`src/rtl/vga_timing_pkg.sv`:
```
`default_nettype none
// ============================================================================
// Module   : vga_timing_pkg
// Purpose  : Default raster timings (800x600@72, 640x480@60), the delay-line
//            payload type and the axis-total helper shared by the VGA block.
// Revision : 1.0 - initial release
// ============================================================================
package vga_timing_pkg;

  // 800x600 @ 72 Hz, 50 MHz pixel clock
  localparam int unsigned SVGA_H_ACTIVE  = 800;
  localparam int unsigned SVGA_H_FRONT   = 56;
  localparam int unsigned SVGA_H_SYNC    = 120;
  localparam int unsigned SVGA_H_BACK    = 64;
  localparam int unsigned SVGA_V_ACTIVE  = 600;
  localparam int unsigned SVGA_V_FRONT   = 37;
  localparam int unsigned SVGA_V_SYNC    = 6;
  localparam int unsigned SVGA_V_BACK    = 23;
  localparam logic        SVGA_HSYNC_POL = 1'b1;
  localparam logic        SVGA_VSYNC_POL = 1'b1;

  // 640x480 @ 60 Hz, 25 MHz pixel clock
  localparam int unsigned VGA_H_ACTIVE   = 640;
  localparam int unsigned VGA_H_FRONT    = 16;
  localparam int unsigned VGA_H_SYNC     = 96;
  localparam int unsigned VGA_H_BACK     = 48;
  localparam int unsigned VGA_V_ACTIVE   = 480;
  localparam int unsigned VGA_V_FRONT    = 10;
  localparam int unsigned VGA_V_SYNC     = 2;
  localparam int unsigned VGA_V_BACK     = 33;
  localparam logic        VGA_HSYNC_POL  = 1'b0;
  localparam logic        VGA_VSYNC_POL  = 1'b0;

  // Supported pixel-source latency range
  localparam int unsigned LAT_MIN = 1;
  localparam int unsigned LAT_MAX = 4;

  // Raw (polarity-free) timing bits carried down the latency-matching line
  typedef struct packed {
    logic hsync;
    logic vsync;
    logic valid;
  } sync_bits_t;

  // Total clocks (or lines) of one axis
  function automatic int unsigned axis_total(input int unsigned active,
                                             input int unsigned front,
                                             input int unsigned sync,
                                             input int unsigned back);
    return active + front + sync + back;
  endfunction

endpackage
`default_nettype wire

```
`src/rtl/vga_delay_line.sv`:
```
`default_nettype none
// ============================================================================
// Module   : vga_delay_line
// Purpose  : ce-gated shift register of parametrised width and depth with a
//            synchronous clear; matches raster timing to pixel-source latency.
// Revision : 1.0 - initial release
// ============================================================================
module vga_delay_line #(
  parameter int unsigned WIDTH = 1,
  parameter int unsigned DEPTH = 1
) (
  input  logic             clk,
  input  logic             rst,
  input  logic             ce,
  input  logic [WIDTH-1:0] din,
  output logic [WIDTH-1:0] dout
);

  // Stages packed into one vector, newest entry in the low slice
  logic [WIDTH*DEPTH-1:0] r_pipe;

  generate
    if (DEPTH == 1) begin : g_single
      // Single stage: plain enabled register
      always_ff @(posedge clk) begin
        if (rst) begin
          r_pipe <= '0;
        end else if (ce) begin
          r_pipe <= din;
        end
      end
    end else begin : g_multi
      // Shift one slice per enabled clock
      always_ff @(posedge clk) begin
        if (rst) begin
          r_pipe <= '0;
        end else if (ce) begin
          r_pipe <= {r_pipe[WIDTH*(DEPTH-1)-1:0], din};
        end
      end
    end
  endgenerate

  assign dout = r_pipe[WIDTH*DEPTH-1 -: WIDTH];

endmodule
`default_nettype wire

```
`src/rtl/vga_timing_gen.sv`:
```
`default_nettype none
// ============================================================================
// Module   : vga_timing_gen
// Purpose  : Parametrised VGA raster generator. Issues pixel requests LAT
//            enabled clocks ahead, delays sync/blank to match the source and
//            registers the final colour, sync and in_view outputs.
//            Optional macro TEST_PATTERN_EN replaces pixel_in with eight
//            vertical colour bars for board bring-up.
// Revision : 1.0 - initial release
// ============================================================================
module vga_timing_gen
  import vga_timing_pkg::*;
#(
  parameter int unsigned H_ACTIVE  = SVGA_H_ACTIVE,
  parameter int unsigned H_FRONT   = SVGA_H_FRONT,
  parameter int unsigned H_SYNC    = SVGA_H_SYNC,
  parameter int unsigned H_BACK    = SVGA_H_BACK,
  parameter int unsigned V_ACTIVE  = SVGA_V_ACTIVE,
  parameter int unsigned V_FRONT   = SVGA_V_FRONT,
  parameter int unsigned V_SYNC    = SVGA_V_SYNC,
  parameter int unsigned V_BACK    = SVGA_V_BACK,
  parameter logic        HSYNC_POL = SVGA_HSYNC_POL,
  parameter logic        VSYNC_POL = SVGA_VSYNC_POL,
  parameter int unsigned COLOR_W   = 6,
  parameter int unsigned LAT       = 2,
  localparam int unsigned H_TOTAL  = axis_total(H_ACTIVE, H_FRONT, H_SYNC, H_BACK),
  localparam int unsigned V_TOTAL  = axis_total(V_ACTIVE, V_FRONT, V_SYNC, V_BACK),
  localparam int unsigned CW_H     = $clog2(H_TOTAL),
  localparam int unsigned CW_V     = $clog2(V_TOTAL)
) (
  input  logic               clk,
  input  logic               rst,
  input  logic               ce,
  output logic [CW_H-1:0]    req_x,
  output logic [CW_V-1:0]    req_y,
  output logic               req_valid,
  input  logic [COLOR_W-1:0] pixel_in,
  output logic               frame_start,
  output logic               line_start,
  output logic [COLOR_W-1:0] vga_rgb,
  output logic               hsync,
  output logic               vsync,
  output logic               in_view
);

  // Refuse to elaborate with zero-length porches/syncs or unsupported latency
  generate
    if (H_FRONT < 1 || H_SYNC < 1 || H_BACK < 1 ||
        V_FRONT < 1 || V_SYNC < 1 || V_BACK < 1 ||
        LAT < LAT_MIN || LAT > LAT_MAX) begin : g_param_check
      $error("vga_timing_gen: illegal porch/sync/LAT parameter");
    end
  endgenerate

  // Axis boundaries sized to the counters
  localparam logic [CW_H-1:0] c_h_last     = CW_H'(H_TOTAL - 1);
  localparam logic [CW_H-1:0] c_h_active   = CW_H'(H_ACTIVE);
  localparam logic [CW_H-1:0] c_hs_start   = CW_H'(H_ACTIVE + H_FRONT);
  localparam logic [CW_H-1:0] c_hs_end     = CW_H'(H_ACTIVE + H_FRONT + H_SYNC);
  localparam logic [CW_V-1:0] c_v_last     = CW_V'(V_TOTAL - 1);
  localparam logic [CW_V-1:0] c_v_active   = CW_V'(V_ACTIVE);
  localparam logic [CW_V-1:0] c_vs_start   = CW_V'(V_ACTIVE + V_FRONT);
  localparam logic [CW_V-1:0] c_vs_end     = CW_V'(V_ACTIVE + V_FRONT + V_SYNC);

  logic [CW_H-1:0]    r_x;
  logic [CW_V-1:0]    r_y;
  logic               w_valid;
  sync_bits_t         w_raw;
  sync_bits_t         w_dly_sync;
  logic [COLOR_W-1:0] w_pix;
  logic               r_hsync;
  logic               r_vsync;
  logic               r_view;
  logic [COLOR_W-1:0] r_rgb;

  // Request raster position; y steps when x wraps, both wrap together at frame end
  always_ff @(posedge clk) begin
    if (rst) begin
      r_x <= '0;
      r_y <= '0;
    end else if (ce) begin
      if (r_x == c_h_last) begin
        r_x <= '0;
        r_y <= (r_y == c_v_last) ? '0 : r_y + CW_V'(1);
      end else begin
        r_x <= r_x + CW_H'(1);
      end
    end
  end

  assign req_x       = r_x;
  assign req_y       = r_y;
  assign w_valid     = (r_x < c_h_active) && (r_y < c_v_active);
  assign req_valid   = w_valid;
  assign line_start  = (r_x == '0);
  assign frame_start = (r_x == '0) && (r_y == '0);

  assign w_raw.hsync = (r_x >= c_hs_start) && (r_x < c_hs_end);
  assign w_raw.vsync = (r_y >= c_vs_start) && (r_y < c_vs_end);
  assign w_raw.valid = w_valid;

`ifdef TEST_PATTERN_EN
  // Pattern mode also needs the requested x alongside the timing bits
  localparam int unsigned c_dly_w = $bits(sync_bits_t) + CW_H;
  logic [c_dly_w-1:0] w_dly_in;
  logic [c_dly_w-1:0] w_dly_out;
  logic [CW_H-1:0]    w_dly_x;
  logic [2:0]         w_bar;

  assign w_dly_in              = {w_raw, r_x};
  assign {w_dly_sync, w_dly_x} = w_dly_out;

  // Bar index is x*8/H_ACTIVE (threshold compares); colour repeats ~index so bar 0 is white
  always_comb begin
    w_bar = 3'd0;
    for (int b = 1; b < 8; b++) begin
      if (w_dly_x >= CW_H'((b * H_ACTIVE + 7) / 8)) begin
        w_bar = 3'(b);
      end
    end
    w_pix = '0;
    for (int i = 0; i < COLOR_W; i++) begin
      w_pix[i] = ~w_bar[i % 3];
    end
  end
`else
  localparam int unsigned c_dly_w = $bits(sync_bits_t);
  logic [c_dly_w-1:0] w_dly_in;
  logic [c_dly_w-1:0] w_dly_out;

  assign w_dly_in   = w_raw;
  assign w_dly_sync = w_dly_out;
  assign w_pix      = pixel_in;
`endif

  // Delay raw timing by LAT so it lines up with the colour returned by the source
  vga_delay_line #(
    .WIDTH (c_dly_w),
    .DEPTH (LAT)
  ) u_delay (
    .clk  (clk),
    .rst  (rst),
    .ce   (ce),
    .din  (w_dly_in),
    .dout (w_dly_out)
  );

  // Output stage: applies sync polarity, blanks colour outside the active area
  always_ff @(posedge clk) begin
    if (rst) begin
      r_hsync <= ~HSYNC_POL;
      r_vsync <= ~VSYNC_POL;
      r_view  <= 1'b0;
      r_rgb   <= '0;
    end else if (ce) begin
      r_hsync <= w_dly_sync.hsync ^~ HSYNC_POL;
      r_vsync <= w_dly_sync.vsync ^~ VSYNC_POL;
      r_view  <= w_dly_sync.valid;
      r_rgb   <= w_dly_sync.valid ? w_pix : '0;
    end
  end

  assign hsync   = r_hsync;
  assign vsync   = r_vsync;
  assign in_view = r_view;
  assign vga_rgb = r_rgb;

endmodule
`default_nettype wire

```
`config.mk`:
```
export PLATFORM = sky130hd
export DESIGN_NAME = vga_timing_gen
export DESIGN_NICKNAME = d
export VERILOG_FILES = /design/src/rtl/vga_timing_pkg.sv /design/src/rtl/vga_delay_line.sv /design/src/rtl/vga_timing_gen.sv
export SDC_FILE = /design/constraint.sdc
export NUM_CORES = 1
export LEC_CHECK = 0
export ABC_AREA = 0
export CAP_MARGIN = 20
export CORE_ASPECT_RATIO = 1.5
export CORE_MARGIN = 2
export CORE_UTILIZATION = 30
export CTS_CLUSTER_DIAMETER = 100
export DETAILED_ROUTE_END_ITERATION = 10
export PLACE_DENSITY = 0.64
export SLEW_MARGIN = 20
export SYNTH_ARGS = -nofsm -noshare
export SYNTH_HDL_FRONTEND = slang
export SYNTH_SLANG_ARGS = --single-unit
```
`constraint.sdc`:
```
create_clock -name clk -period 3.8 [get_ports clk]
set_input_delay 0.95 -clock clk [delete_from_list [all_inputs] [get_ports clk]]
set_output_delay 0.95 -clock clk [all_outputs]
set_load 0.01 [all_outputs]
```
==> key figures, run 1 <==
Synthesis
  – Area leader, netlist: dfxtp_1
  – Ys async rst share: 0
  – EDFF count, synth: 0
  – Yosys warnings: 0
  – Flops & latches, synth: 36
  – Top-area cell type share of the netlist area: 0.402
  – Ranking of synthesized cells by instance count: dfxtp_1, nor2_1, a21oi_1
  – Synthesized area: approximately 1800 um^2
  – Synth Area per Inst: 8.96 um^2
  – Sequential area share after synthesis: 0.402
  – Top cells by area, synth: dfxtp_1, nor2_1, ha_1, a21oi_1, mux2i_1
  – Most frequent cell after synthesis: dfxtp_1
  – Cells after Synth: 200
  – Dominant synthesized flop cell: dfxtp_1
  – Post-synth net total: roughly 220
  – Library cells used by synthesis: 43

Power
  – Internal Power: 0.543 mW
  – Sequential share of power: 0.541
  – Peak VDD IR: 0.140 mV
  – Logic gate share of total power: 0.082
  – Switching portion of total power: 0.242
  – PwrDens: 308 nW/um^2
  – P_leak: 0.871 nW
  – Clock power share: 0.377
  – NetSw: 0.173 mW
  – Total design power: 0.716 mW

Timing
  – Least-Margin Pin Slew: between 500 and 600 ps
  – F_max: 0.310 GHz
  – Final setup viols: 0
  – Fin crit share: 0.849
  – Worst setup margin: 576 ps
  – RSZ-0062 raised after global routing: false
  – Normalized max-slew margin: 0.604
  – Setup_tns: 0 ps
  – Worst Clk Skew: 9.96 ps
  – Post-route minimum period: 3220 ps
  – Max Slew Vio Count: 0
  – Hold Vio Cnt, Final: 0

Floorplanning
  – I/O pins: 42
  – FP Rows: 34
  – Die area: about 6600 um^2
  – Die X: 67.1 um
  – Starting Density: 0.310
  – Die height: 98.7 um
  – Core box area: 5790 um^2

Clock network
  – Clock Path Buffers: 2
  – Clock latency on the worst-skew pair: 290 ps
  – Hold_buf cts: 0
  – CTS tree: done
  – Clk pin slew, worst setup/hold paths: 70 ps
  – Post-CTS setup buffers: 0
  – Cts bufs inserted: 5
  – Post-CTS sizing: 0
  – CTS root buffer: clkbuf_8
  – CTS H-tree lvls: 2
  – CTS Sinks: 36

Final layout
  – Non-filler cells, final: 311
  – Nets@finish: 253
  – Fillers: around 620
  – Share of cells above drive strength 1: 0.100
  – N_diodes: 0
  – Area growth syn-to-layout: 29.7%

Detailed routing
  – Final wirelength: 4.10 mm
  – Via count: 1560
  – Detailed-router iteration count before antenna repair: 4
  – Via-per-instance ratio: ~5.0
  – Detailed Route Iter0 Violations: 99
  – DR WL/cell: 13.2 um
  – Routed Antenna Nets: 0
  – DRC: 0

Global route
  – Largest net degree at the start of global routing: 18
  – Gr ovfl total: 0
  – Vias in the first global route: 1434
  – GRT Util Overall: 0.133
  – Initial antenna violation count: 0
  – First-pass GRT wire length: 6.82 mm

Setup path
  – CP max FO: 9
  – FF-to-FF setup slack: 1700 ps
  – CP Capture Type: output pin
  – Worst flop-to-flop path endpoint: req_y[3]$_SDFFE_PP0P_
  – Critical path class: flop to output pin
  – Critical Path RT: 2850 ps
  – Critical Path AT: between 2000 and 2500 ps
  – Reg2reg start: req_x[0]$_SDFFE_PP0P_
  – R2R cell count: 5
  – Critical path origin: req_y[5]$_SDFFE_PP0P_
  – Crit start category: flop

Placement
  – Detailed Place HPWL: 2.90 mm
  – Pre-CTS setup slack: 898 ps
  – Placed cell count: 303
  – PortBufs: 41
  – RePlAce Congestion: 0.830

Outcome
  – Status: finished, final reports clean

Hold path
  – HP Start: u_delay.r_pipe[2]$_SDFFE_PP0P_
  – Worst Hold Path EP: u_delay.r_pipe[2]$_SDFFE_PP0P_
  – Tightest Hold Check Type: flop to flop
  – WHS Path Cells: 2

Job
  – Max-Cap Viols: 0
==> layout by cell type (no fill, tap or decap), drive strengths merged, types with 2 or more instances in the layout <==
master,count
clkdlybuf4s50,41
dfxtp,36
nor2,28
a21oi,12
inv,9
nand2,9
nand3,7
nor3,7
nand4,7
mux2i,6
a22oi,6
ha,6
o21ai,5
or3,5
xor2,5
xnor2,5
clkbuf,5
and3,5
o31ai,4
or4,4
and4,3
and2,3
clkinv,3
nor4b,2
nand3b,2
buf,2
o41ai,2
==> routing by layer <==
layer | vias up | GRT usage | wire length, um
li1 | 790 | - | -
met1 | 719 | 0.165 | 1790
met2 | 44 | 0.206 | 1970
met3 | 7 | 0.0354 | 241
met4 | 0 | 0.0706 | 89
met5 | - | 0 | 0
==> critical path, cell delays in order (launching register included) <==
cell	delay [ps]
dfxtp_1	390
or3_1	510
nor4b_1	330
and4_1	240
clkdlybuf4s50_1	530
==> area by class of cell <==
| class | instances | area (um^2) | share of cell area |
|---|---|---|---|
| clock buffers | 5 | 68.8 | 0.0296 |
| clock inverters | 3 | 18.8 | 0.00807 |
| inverters | 9 | 33.8 | 0.0145 |
| multi-input cells | 143 | 967 | 0.416 |
| flip-flops and latches | 36 | 721 | 0.310 |
| well taps | 72 | 90.1 | 0.0388 |
| repair buffers | 43 | 425 | 0.183 |
==> per-stage QoR <==
step | utilization | cell area, um^2 | hold WS (ps)
2_1_floorplan | - | 1790 | 445
3_3_place_gp | 0.387 | 2240 | 455
3_5_place_dp | 0.387 | 2240 | 460
4_1_cts | 0.402 | 2320 | 473
5_1_grt | 0.402 | 2320 | 525
6_report | 0.402 | 2320 | 471
==> power groups by stage <==
stage / Combinational, mW / Clock [mW] / Sequential [mW]
floorplan: 0.0291 / 0 / 0.397
global placement: 0.0594 / 0 / 0.396
detailed placement: 0.0599 / 0 / 0.396
CTS: 0.0603 / 0.283 / 0.387
global route: 0.0659 / 0.299 / 0.388
finish: 0.0589 / 0.270 / 0.387
==> logic make-up after synthesis <==
| logic type | count (synthesis) | synth area share |
|---|---|---|
| buffers and inverters | 21 | 0.0580 |
| adders and majority gates | 6 | 0.0419 |
| and+or+nand+nor | 85 | 0.270 |
| AOI/OAI and AO/OA | 35 | 0.139 |
| DFF | 36 | 0.402 |
| xor gates and xnor gates | 10 | 0.0489 |
| muxes | 7 | 0.0398 |
==> worst max-delay path by stage <==
| stage | endpoint | slack [ps] | depth (start not counted) |
|---|---|---|---|
| floorplan | frame_start | 1490 | 3 |
| finish | frame_start | 580 | 4 |
| global route | frame_start | 420 | 4 |
| global placement | req_y[2]$_SDFFE_PP0P_ | 900 | 5 |
| detailed placement | req_y[3]$_SDFFE_PP0P_ | 900 | 5 |
| CTS | frame_start | 550 | 4 |
==> flip-flops by register name, indices dropped and copies added, names as in the netlist <==
name,flops
vga_rgb,6
in_view,1
req_x,11
req_y,10
vsync,1
u_delay.r_pipe,6
hsync,1
(Power assumes the default switching activity.)
==> inputs of run 2 (changes only) <==
clock period = 3.1 ns   (was 3.8 ns; I/O delays follow)
==> run 2 against run 1 <==
  * Register-to-register slack worse by 640 ps
  * Clock-buffer cell count unchanged
  * Non-clock buffer count up 4
  * Final cell count up 1.3%
  * Via count up 1.5%
  * Final area up 2.5%
  * Sequential cell count unchanged
  * Die area unchanged
==> key figures, run 2 (synthesis results as in run 1) <==
Outcome
  – Status: finished, final reports clean

Timing
  – Setup_tns: 0 ps
  – F_max: 0.339 GHz
  – Normalized max-slew margin: 0.619
  – RSZ-0062 raised after global routing: false
  – Worst Clk Skew: between 5 and 6 ps
  – Least-Margin Pin Slew: 570 ps
  – Max Slew Vio Count: 0
  – Worst setup margin: approximately 150 ps
  – Final setup viols: 0
  – Post-route minimum period: 2950 ps
  – Fin crit share: 0.951
  – Hold Vio Cnt, Final: 0

Clock network
  – Cts bufs inserted: 5
  – CTS H-tree lvls: 2
  – Clk pin slew, worst setup/hold paths: 80 ps
  – CTS tree: done
  – Clock latency on the worst-skew pair: approximately 290 ps
  – Clock Path Buffers: 2
  – CTS Sinks: 36
  – CTS root buffer: clkbuf_8

Global route
  – Vias in the first global route: between 1000 and 1500
  – Met2 usage: 0.206
  – GR Layer Usage met1: 0.173
  – Largest net degree at the start of global routing: 16
  – First-pass GRT wire length: 6.97 mm
  – Initial antenna violation count: 0
  – GRT busiest layer: met2
  – Met3 usage: 0.0388
  – Gr ovfl total: 0
  – GRT Util Overall: 0.137

Power
  – PwrDens: slightly above 400 nW/um^2
  – Logic gate share of total power: 0.077
  – NetSw: 0.212 mW
  – Clock power share: 0.428
  – Sequential share of power: 0.495
  – Internal Power: 0.748 mW
  – Switching portion of total power: 0.221
  – Peak VDD IR: 0.162 mV
  – P_leak: between 0.8 and 0.9 nW

Final layout
  – Non-filler cells, final: 315
  – Nets@finish: 257
  – Commonest non-fill, non-tap cells in the layout: clkdlybuf4s50_1, dfxtp_1, nor2_1
  – Final cell utilization of the core: 0.412
  – Share of cells above drive strength 1: 0.119
  – N_diodes: 0
  – Commonest non-fill, non-tap cell in the layout: clkdlybuf4s50_1
  – Fillers: 619
  – Max reg flops: 11
  – Area growth syn-to-layout: 33.0%
  – Final instance area: 2380 um^2

Detailed routing
  – Detailed Route Iter0 Violations: 77
  – Final wirelength: 4.17 mm
  – Detailed-router iteration count before antenna repair: 4
  – DRC: 0
  – Routed Antenna Nets: 0
  – Via count: between 1500 and 2000
  – Via-per-instance ratio: between 5 and 6
  – DR WL/cell: 13.3 um

Floorplanning
  – Starting Density: 0.310
  – I/O pins: 42
  – Die X: about 67 um
  – Die height: 98.7 um
  – Die area: 6620 um^2
  – FP Rows: 34
  – Core box area: just under 6000 um^2

Placement
  – PortBufs: between 40 and 50
  – Placed cell count: 307
  – Area after DPL: ~2300 um^2
  – Pre-CTS setup slack: 396 ps
  – Detailed Place HPWL: 3.00 mm
  – RePlAce Congestion: 0.805

Job
  – Max-Cap Viols: 0

Setup path
  – Critical Path AT: ~2200 ps
  – Crit path largest cell delay: 540 ps
  – Critical path class: flop to output pin
  – CP Capture Type: output pin
  – Crit path cell chain: or3_4 -> nor4b_1 -> and4_1 -> clkdlybuf4s50_1
  – Critical Path RT: 2320 ps
  – CP max FO: 9
  – Worst path slowest cell: clkdlybuf4s50_1
  – Crit start category: flop

Hold path
  – Tightest Hold Check Type: flop to flop
[run 2: cell types whose count changed in the layout (fill, tap and decap cells not counted), sizes merged]
cell      delta
buf          +4
clkinv       -2
bufinv       +1
clkinvlp     +1
[run 2: power by group through the flow]
stage,Clock (mW),Combinational [mW],Sequential [mW]
final,0.411,0.0736,0.475
after global placement,0,0.0742,0.486
after CTS,0.429,0.0750,0.475
after detailed placement,0,0.0746,0.486
after floorplan,0,0.0357,0.487
after global routing,0.453,0.0806,0.476
[run 2: per-stage QoR]
step | power, mW | hold WS (ps)
after floorplan | 0.523 | 445
after detailed placement | 0.561 | 461
after global routing | 1.01 | 494
final | 0.960 | 469
after global placement | 0.560 | 457
after CTS | 0.979 | 473
[run 2: final cells by class]
| cell class | count | area [um^2] | share of cell area |
|---|---|---|---|
| timing repair buffer | 47 | 455 | 0.191 |
| clock buffer | 5 | 68.8 | 0.0289 |
| multi-input combinational | 143 | 972 | 0.408 |
| inverter | 9 | 33.8 | 0.0142 |
| sequential | 36 | 721 | 0.302 |
| tap | 72 | 90.1 | 0.0378 |
| clock inverter | 3 | 42.5 | 0.0178 |
[run 2: layer usage]
metal	wire length, um	vias to the layer above
li1	-	794
met1	1860	741
met2	2030	44
met3	199	4
met4	87	0
met5	0	-
[run 2: path summary, 6_finish.rpt]
| check | startpoint | endpoint | slack, ps | cells after the start |
|---|---|---|---|---|
| setup / recovery | req_y[5]$_SDFFE_PP0P_ | frame_start | 150 | 4 |
| hold reg to reg | u_delay.r_pipe[2]$_SDFFE_PP0P_ | u_delay.r_pipe[2]$_SDFFE_PP0P_ | 470 | 2 |
| hold / removal | u_delay.r_pipe[2]$_SDFFE_PP0P_ | u_delay.r_pipe[2]$_SDFFE_PP0P_ | 470 | 2 |
| setup reg to reg | req_x[0]$_SDFFE_PP0P_ | req_y[8]$_SDFFE_PP0P_ | 1060 | 5 |
[run 2: timing repair]
item	4_1_cts	5_1_grt
setup buffers	0	0
gates resized for setup	0	1
hold endpoints to repair	0	0
endpoints found under the setup margin	0	1
hold buffers	0	0
[run 2: critical path, delay by kind of cell (launching register included)]
family	cells	cell delay, ps
flip-flops	1	400
AND/OR/NAND/NOR	3	950
buffers and inverters	1	540
